$ cat src/rtl/vppm_demod.sv
// VPPM receiver: synchronizes the sample clock and comparator input, recovers the
// symbol timing from the start-symbol edge, decodes one bit per symbol and reports dimming level.
`timescale 1ns/1ps
module vppm_demod #(
  parameter int SYM_LEN = 16
) (
  input  logic       clk,
  input  logic       rst,
  input  logic       clk_smp,
  input  logic       rx_in,
  output logic [7:0] data_out,
  output logic       data_valid,
  output logic [7:0] duty,
  output logic       locked,
  output logic       sym_err,
  output logic       lost
);
  localparam int IW = $clog2(SYM_LEN);
  localparam logic [IW-1:0] HALF = IW'(SYM_LEN / 2);
  localparam logic [IW-1:0] LAST = IW'(SYM_LEN - 1);

  typedef enum logic {IDLE, ACTIVE} state_t;

  logic rx_meta_reg, rx_sync_reg;
  logic smp_meta_reg, smp_sync_reg, smp_prev_reg;
  logic tick;

  state_t          state_reg, state_next;
  logic [IW-1:0]   idx_reg, idx_next;
  logic [7:0]      hi_a_reg, hi_a_next;
  logic [7:0]      hi_b_reg, hi_b_next;
  logic [2:0]      bit_cnt_reg, bit_cnt_next;
  logic [7:0]      sr_reg, sr_next;
  logic            prev_reg, prev_next;
  logic            start_reg, start_next;
  logic [7:0]      data_out_reg, data_out_next;
  logic [7:0]      duty_reg, duty_next;
  logic            valid_reg, valid_next;
  logic            err_reg, err_next;
  logic            lost_reg, lost_next;

  logic [7:0]      a_new, b_new;
  logic [8:0]      total;
  logic            bit_val;

  // Both inputs share the same synchronizer depth so a sample lines up with its tick.
  always_ff @(posedge clk or posedge rst) begin
    if (rst) begin
      rx_meta_reg  <= 1'b0;
      rx_sync_reg  <= 1'b0;
      smp_meta_reg <= 1'b0;
      smp_sync_reg <= 1'b0;
      smp_prev_reg <= 1'b0;
    end else begin
      rx_meta_reg  <= rx_in;
      rx_sync_reg  <= rx_meta_reg;
      smp_meta_reg <= clk_smp;
      smp_sync_reg <= smp_meta_reg;
      smp_prev_reg <= smp_sync_reg;
    end
  end

  assign tick = smp_sync_reg & ~smp_prev_reg;

  // Running half-symbol counts including the sample taken on this tick.
  assign a_new   = (idx_reg < HALF)  ? hi_a_reg + {7'd0, rx_sync_reg} : hi_a_reg;
  assign b_new   = (idx_reg >= HALF) ? hi_b_reg + {7'd0, rx_sync_reg} : hi_b_reg;
  assign total   = {1'b0, a_new} + {1'b0, b_new};
  assign bit_val = (b_new > a_new);

  always_ff @(posedge clk or posedge rst) begin
    if (rst) begin
      state_reg    <= IDLE;
      idx_reg      <= '0;
      hi_a_reg     <= '0;
      hi_b_reg     <= '0;
      bit_cnt_reg  <= '0;
      sr_reg       <= '0;
      prev_reg     <= 1'b0;
      start_reg    <= 1'b0;
      data_out_reg <= '0;
      duty_reg     <= '0;
      valid_reg    <= 1'b0;
      err_reg      <= 1'b0;
      lost_reg     <= 1'b0;
    end else begin
      state_reg    <= state_next;
      idx_reg      <= idx_next;
      hi_a_reg     <= hi_a_next;
      hi_b_reg     <= hi_b_next;
      bit_cnt_reg  <= bit_cnt_next;
      sr_reg       <= sr_next;
      prev_reg     <= prev_next;
      start_reg    <= start_next;
      data_out_reg <= data_out_next;
      duty_reg     <= duty_next;
      valid_reg    <= valid_next;
      err_reg      <= err_next;
      lost_reg     <= lost_next;
    end
  end

  always_comb begin
    state_next    = state_reg;
    idx_next      = idx_reg;
    hi_a_next     = hi_a_reg;
    hi_b_next     = hi_b_reg;
    bit_cnt_next  = bit_cnt_reg;
    sr_next       = sr_reg;
    prev_next     = prev_reg;
    start_next    = start_reg;
    data_out_next = data_out_reg;
    duty_next     = duty_reg;
    valid_next    = 1'b0;
    err_next      = 1'b0;
    lost_next     = 1'b0;

    if (tick) begin
      prev_next = rx_sync_reg;
      if (state_reg == IDLE) begin
        if (rx_sync_reg && !prev_reg) begin
          state_next = ACTIVE;
          idx_next   = IW'(1);
          hi_a_next  = 8'd1;
          hi_b_next  = 8'd0;
          start_next = 1'b1;
        end
      end else if (idx_reg == LAST) begin
        idx_next  = '0;
        hi_a_next = '0;
        hi_b_next = '0;
        if (total == 9'd0) begin
          // An all-dark symbol means the carrier is gone; drop the partial byte.
          lost_next    = 1'b1;
          state_next   = IDLE;
          bit_cnt_next = '0;
          sr_next      = '0;
        end else begin
          duty_next = total[8] ? 8'hFF : total[7:0];
          err_next  = (a_new == b_new);
          if (start_reg) begin
            start_next = 1'b0;
          end else begin
            sr_next = {sr_reg[6:0], bit_val};
            if (bit_cnt_reg == 3'd7) begin
              data_out_next = {sr_reg[6:0], bit_val};
              valid_next    = 1'b1;
              bit_cnt_next  = '0;
            end else begin
              bit_cnt_next = bit_cnt_reg + 3'd1;
            end
          end
        end
      end else begin
        idx_next  = idx_reg + IW'(1);
        hi_a_next = a_new;
        hi_b_next = b_new;
      end
    end
  end

  assign data_out   = data_out_reg;
  assign data_valid = valid_reg;
  assign duty       = duty_reg;
  assign locked     = (state_reg == ACTIVE);
  assign sym_err    = err_reg;
  assign lost       = lost_reg;

endmodule

$ cat config.mk
export PLATFORM = sky130hd
export DESIGN_NAME = vppm_demod
export DESIGN_NICKNAME = d
export VERILOG_FILES = /design/src/rtl/vppm_demod.sv
export SDC_FILE = /design/constraint.sdc
export NUM_CORES = 1
export LEC_CHECK = 0
export ABC_AREA = 1
export ABC_CLOCK_PERIOD_IN_PS = 2650
export BUFFER_PORTS_ARGS = -buffer_cell sky130_fd_sc_hd__buf_2
export CAP_MARGIN = 30
export CORE_MARGIN = 3
export CORE_UTILIZATION = 54
export CTS_CLUSTER_SIZE = 25
export DETAILED_ROUTE_END_ITERATION = 12
export PLACE_DENSITY = 0.75
export SYNTH_ARGS = -nofsm -noshare
export SYNTH_HDL_FRONTEND = slang
export SYNTH_SLANG_ARGS = --single-unit
$ cat constraint.sdc
create_clock -name clk -period 2.65 [get_ports clk]
set_input_delay 0.1325 -clock clk [delete_from_list [all_inputs] [get_ports clk]]
set_output_delay 0.1325 -clock clk [all_outputs]
set_load 0.05 [all_outputs]
======== Word-level counts from Yosys, hierarchy flattened ========
Cells that the tools add are included.
cells by class
  add/subtract/negate cells ............... 5
  order comparisons ....................... 3
  equal/unequal tests ..................... 6
  muxes and demuxes ....................... 39
  bitwise logic cells ..................... 4
  reductions and logical operators ........ 9
operators by type and width
  operator             number
  $mux 8               9
  $mux 1               22
  $add 8x1->8          2
  $mux 7               2
  $mux 4               3
  $reduce_and 4->1     3
  $add 8x8->9          1
  $logic_not 9->1      1
  $mux 3               3
  $eq 8x8->1           1
  $gt 8x8->1           1
  $reduce_and 6->1     1
  $add 4x1->4 const B  1
  $eq 4x4->1 const B   1
  $ge 4x4->1 const B   1
  $lt 4x4->1 const B   1
  $ne 2x1->1 const B   2
  $add 3x1->3 const B  1
  $eq 3x3->1 const B   1
  $not 1->1            3
  $ne 2x2->1 const B   1
  $reduce_and 2->1     1
  $reduce_bool 2->1    1
  $and 1x1->1          1
  other kinds (2)      2
storage, ports and cells
  register bits ........................... 57
  input bits .............................. 4
  output and inout bits ................... 20
  logic and storage cells ................. 84

======== Depth between registers and ports, before layout ========
  depth after elaboration ................. 8
  mapped depth ............................ 20
  mapped depth without buffers ............ 18

======== Least setup slack after synthesis ========
No wires, ideal clock.
  path kind ............................... flip-flop to flip-flop
  start ................................... register rx_sync_reg
  end ..................................... register state_reg, in the netlist locked
  setup time .............................. 0.119 ns
  arrival time ............................ 2.562 ns
  setup slack ............................. -0.030 ns
  cell stages (with the launch flop) ...... 18
  buffers on the path ..................... 1
  clock period less this slack ............ 2.680 ns
  path through ............................ dfrtp_1 > ha_1 > ha_1 > inv_1 > o21ai_0 > inv_1 > ha_1 > inv_1 > nand3_1 > nand2_1 > nand2_1 > nand2_1 > nand3_1 > nor2_4 > nand4_1 > buf_2 > o21ai_1 > inv_1
between the ends
  cells in the longest elaborated chain, start to end .. 7
  elaborated cells between the ends (all ways) .. 11
  classes of those cells .................. add/sub (3); mux (6); reduce/logical (2)
ends and longest elaborated chain
  element                                line    source
  start: declaration                     24      logic rx_meta_reg, rx_sync_reg;
  start signal: assignment               56      rx_sync_reg <= rx_meta_reg;
  $add 8x1->8, on equally long branches  66, 67
  $mux 8, on equally long branches       66, 67
  $add 8x8->9                            68      assign total = {1'b0, a_new} + {1'b0, b_new};
  $logic_not 9->1                        132     if (total == 9'd0) begin
  $mux 1                                 132
  $mux 1                                 128     end else if (idx_reg == LAST) begin
  $mux 1 (*)                             120     if (state_reg == IDLE) begin
  end signal: assignment                 87      state_reg <= state_next;
  end: declaration                       28      state_t state_reg, state_next;
Mark *: on every way between the ends. The rest lies on a longest branch, timed or not.
A chain may end at the register's enable or synchronous reset.

======== Final worst setup path ========
  start ................................... register rx_sync_reg
  end ..................................... register sr_reg[3]
between the ends
  cells in the longest elaborated chain, start to end .. 6
  elaborated cells between the ends (all ways) .. 9
  classes of those cells .................. add/sub (3); eq/ne (1); mux (3); reduce/logical (2)
ends and longest elaborated chain
  element                                line    source
  $add 8x1->8, on equally long branches  66, 67
  $mux 8, on equally long branches       66, 67
  $add 8x8->9 (*)                        68
  $logic_not 9->1 (*)                    132
  $ne 2x1->1 (no source line)            -
  $reduce_and 4->1 (no source line)      -
  end signal: assignment                 92      sr_reg <= sr_next;
  end: declaration                       33      logic [7:0] sr_reg, sr_next;
Marks and branches as above.

==> Implementation_results.wiki <==
{| class="wikitable"
! Metric !! Value
|-
| Run status || complete, but fails checks
|-
| # fillers || 345
|-
| Core region area || 5709 µm²
|-
| Synth warnings || 0
|-
| Depth of the CTS H-tree || 3
|-
| Vias in the first global route || 2997
|-
| Worst slew margin relative to its limit || 69.07%
|-
| Path depth of the worst reg2reg path || 18
|-
| ANT nets after route || 0
|-
| Vias || 3137
|-
| Clock Tree Root || clkbuf_8
|-
| Power share of the sequential group || 28.0%
|-
| P_int || 0.002226 W
|-
| Final cell utilization of the core || 79.66%
|-
| Total number of clock tree sinks || 57
|-
| Total DRC errors in the routed layout || 0
|-
| Switch Pwr || 0.001628 W
|-
| Met2 wire len || 4835 µm
|-
| Unrepaired setup endpoints after global routing || true
|-
| Die outline area || 7101 µm²
|-
| Synth cell types || 33
|-
| Area delta synth->final || 37.48%
|-
| Launching element type of the critical path || flop
|-
| Period minus WS final || 2.995 ns
|-
| Number of synthesized register bits || 57
|-
| Category of the most critical setup path || flop to flop
|-
| Mapped cell area || 3308 µm²
|-
| Final-layout setup total negative slack || -8.536 ns
|-
| Die Y || 84.27 µm
|-
| Detailed Routing Iterations Pass 1 || 5
|-
| Peak Freq || 333.9 MHz
|-
| WP data arrival || 3.24 ns
|-
| Layout cell share with drive strength beyond 1 || 37.25%
|-
| GP Congestion || 0.8219
|-
| Total wirelength of the detailed-routed design || 9453 µm
|-
| Count of input and output buffers || 23
|-
| Top fanout value on the critical path || 6
|-
| Total of max-cap violations || 0
|-
| Tightest Hold Check Type || input port to async pin
|-
| Critical Path End Type || flop
|-
| Violated checks || setup timing
|-
| Routed via count divided by cell count || 5.542
|-
| Share of the yosys chip area belonging to registers || 43.12%
|-
| Share of total power consumed by net switching || 42.25%
|-
| Effective utilization at floorplan || 57.94%
|-
| Average size of a mapped cell || 8.250 µm²
|-
| Post-detail-place hpwl || 5125 µm
|-
| Met3 WL post-DR || 502 µm
|-
| Leak || 2.309 nW
|-
| Clock skew || 0.01356 ns
|-
| Rows || 27
|-
| Maximum ir drop on the vdd rail || 0.0006088 V
|-
| Worst-case register-to-register setup slack || -0.35 ns
|-
| Combinational group share of total power || 52.6%
|-
| Leftover overflow at the end of global routing || 0
|-
| Hold violation total from the final report || 0
|-
| Synthesized net count || 430
|-
| Largest net degree at the start of global routing || 25
|-
| TritonCTS clock tree || built
|-
| Synth Instances || 401
|-
| Worst flop-to-flop path startpoint || rx_sync_reg
|-
| Required time of the critical path || 2.90 ns
|-
| Bufs on Longest Clock Path || 2
|-
| Clock-pin slew of the registers on the worst-case setup and hold paths || 0.08 ns
|-
| Final #Nets || 518
|-
| Source-to-sink clock delay at the later pin of the worst-skew pair || 0.35 ns
|-
| Antenna violations before repair || 0
|-
| Total CTS buffers || 9
|-
| Worst Tran Pin Value || 0.4592 ns
|-
| Final setup slack of the worst path || -0.3451 ns
|-
| Uppermost metal layer occupied by signal nets || met4
|-
| Die width || 84.27 µm
|-
| Period Utilization, post-route || 113.0%
|-
| Power per cell area || 847.4 nW/µm²
|-
| Wire length per cell || 16.70 µm
|-
| Number of DRC markers after the initial detailed-route iteration || 254
|-
| Total global-route track usage || 24.58%
|-
| Share of total power in the clock network || 19.4%
|-
| R2r endpoint || sr_reg[3]
|-
| Total I/O pin count || 24
|-
| Wire length of the first global-routing pass || 13910 µm
|-
| Final Max Slew Viols || 0
|-
| Met1 wire length || 3813 µm
|-
| Number of antenna cells inserted || 0
|-
| Final number of setup-violating endpoints || 31
|-
| Total power || 0.003854 W
|}
## worst max-delay path, cell delays in order, from the launching register on
cell and delay, ns:
dfrtp_2 0.43, ha_4 0.17, ha_4 0.14, nand2_4 0.05, nor3_4 0.17, nand2_1 0.13, xor2_2 0.25, ha_4 0.27
nand2_1 0.09, nand2_1 0.08, a21oi_2 0.14, nand2_1 0.08, nand2_2 0.07, nand2_2 0.07, nor2_4 0.13, nand4_1 0.26
buf_6 0.25, nand3_2 0.06, nand2_1 0.06
## cell usage in the layout (no fill, tap or decap), types with 5 or more instances in the layout
cell and n:
ha_4 9, buf_2 23, a21oi_1 7, nand3_2 14, inv_2 12, ha_1 14
nand2_2 13, o22ai_1 8, nor2_1 16, xor2_2 5, dfrtp_1 55, xor2_1 5
o21ai_0 16, nand2_1 87, nand4_1 14, nand3_1 31, inv_1 45, clkbuf_8 10
buf_4 54
## power groups by stage
stage	logic (W)	registers, W	clock network (W)
after floorplan	0.000938	0.00107	0
after global placement	0.00135	0.00106	0
after detailed placement	0.00139	0.00107	0
after CTS	0.00185	0.00107	0.000749
after global routing	0.00217	0.00109	0.000795
final	0.00203	0.00108	0.000746
## synth_stat cells
master    count  area [µm²]
dfrtp_1      57        1426
o22ai_1       8       50.05
o21ai_0      18       90.09
nor2_8        1       20.02
nor2_4        3       33.78
clkinv_1      3       11.26
xor2_1       12       105.1
a21oi_2       2       17.52
o221a_2       1       11.26
buf_4         2       15.01
nand3_4       1       17.52
ha_1         24       300.3
buf_6         2       22.52
and3_1        3       18.77
nand4_1      14       87.58
buf_1         1       3.750
nor3_1        2       10.01
a21oi_1       8       40.04
o21ai_2       1       8.760
o21ai_1       4       20.02
nand2_1      99       371.6
inv_1        49       183.9
inv_2         8       30.03
nor3_2        1       10.01
nor2_1       18       67.56
clkbuf_1      2       7.510
nand2_2       4       25.02
nand3_2       1       10.01
a31oi_4       1       21.27
fa_1          1       20.02
a31oi_1       1       6.260
buf_2         3       15.01
nand3_1      46       230.2
## logic make-up after synthesis
| family | synth area share [%] |
|---|---|
| DFF | 43.12 |
| xor gates and xnor gates | 3.177 |
| and+or+nand+nor | 27.27 |
| adders and majority gates | 9.682 |
| buffers and inverters | 8.737 |
| AOI/OAI and AO/OA | 8.019 |
## area by class of cell
class                      count  area (µm²)  share of cell area (%)
clock buffer                  10       137.6                   3.026
clock inverter                 6       41.29                  0.9078
inverter                      60       229.0                   5.034
multi-input combinational    276        1994                   43.85
sequential                    57        1429                   31.42
tap                           72       90.09                   1.981
timing repair buffer          85       626.9                   13.78
## per-layer routing
metal / up-vias / GRT usage [%]
li1: 1477 / -
met1: 1518 / 30.28
met2: 115 / 42.11
met3: 27 / 4.809
met4: 0 / 10.23
met5: - / 0
## how the worst max path moves through the flow
stage,from,end,slack [ns]
2_1_floorplan,rx_sync_reg,locked,0.02
3_3_place_gp,hi_a_reg[0],data_out[2],-0.18
3_5_place_dp,hi_a_reg[0],data_out[2],-0.27
4_1_cts,rx_sync_reg,data_out[2],-0.11
5_1_grt,rx_sync_reg,sr_reg[0],-0.48
6_report,rx_sync_reg,sr_reg[3],-0.35
## what timing repair did
| action | CTS | global route |
|---|---|---|
| hold buffers | 3 | 0 |
| gates cloned | 3 | 1 |
| endpoints found under the setup margin | 31 | 31 |
| resized for setup | 44 | 39 |
| buffers inserted | 15 | 9 |
| endpoints found under the hold margin | 17 | 0 |
| pin swaps | 27 | 28 |
## per-stage QoR
stage | cells | hold slack [ns] | area (µm²) | worst slack (ns)
after floorplan | 401 | 0.1639 | 3316 | 0.01654
after global placement | 519 | 0.1129 | 3705 | -0.1821
after detailed placement | 519 | 0.1109 | 3705 | -0.2702
after CTS | 556 | 0.2906 | 4315 | -0.1086
after global routing | 566 | 0.3272 | 4548 | -0.4773
final | 566 | 0.2836 | 4548 | -0.3451
Note: power is estimated with default switching activity, not from simulation.
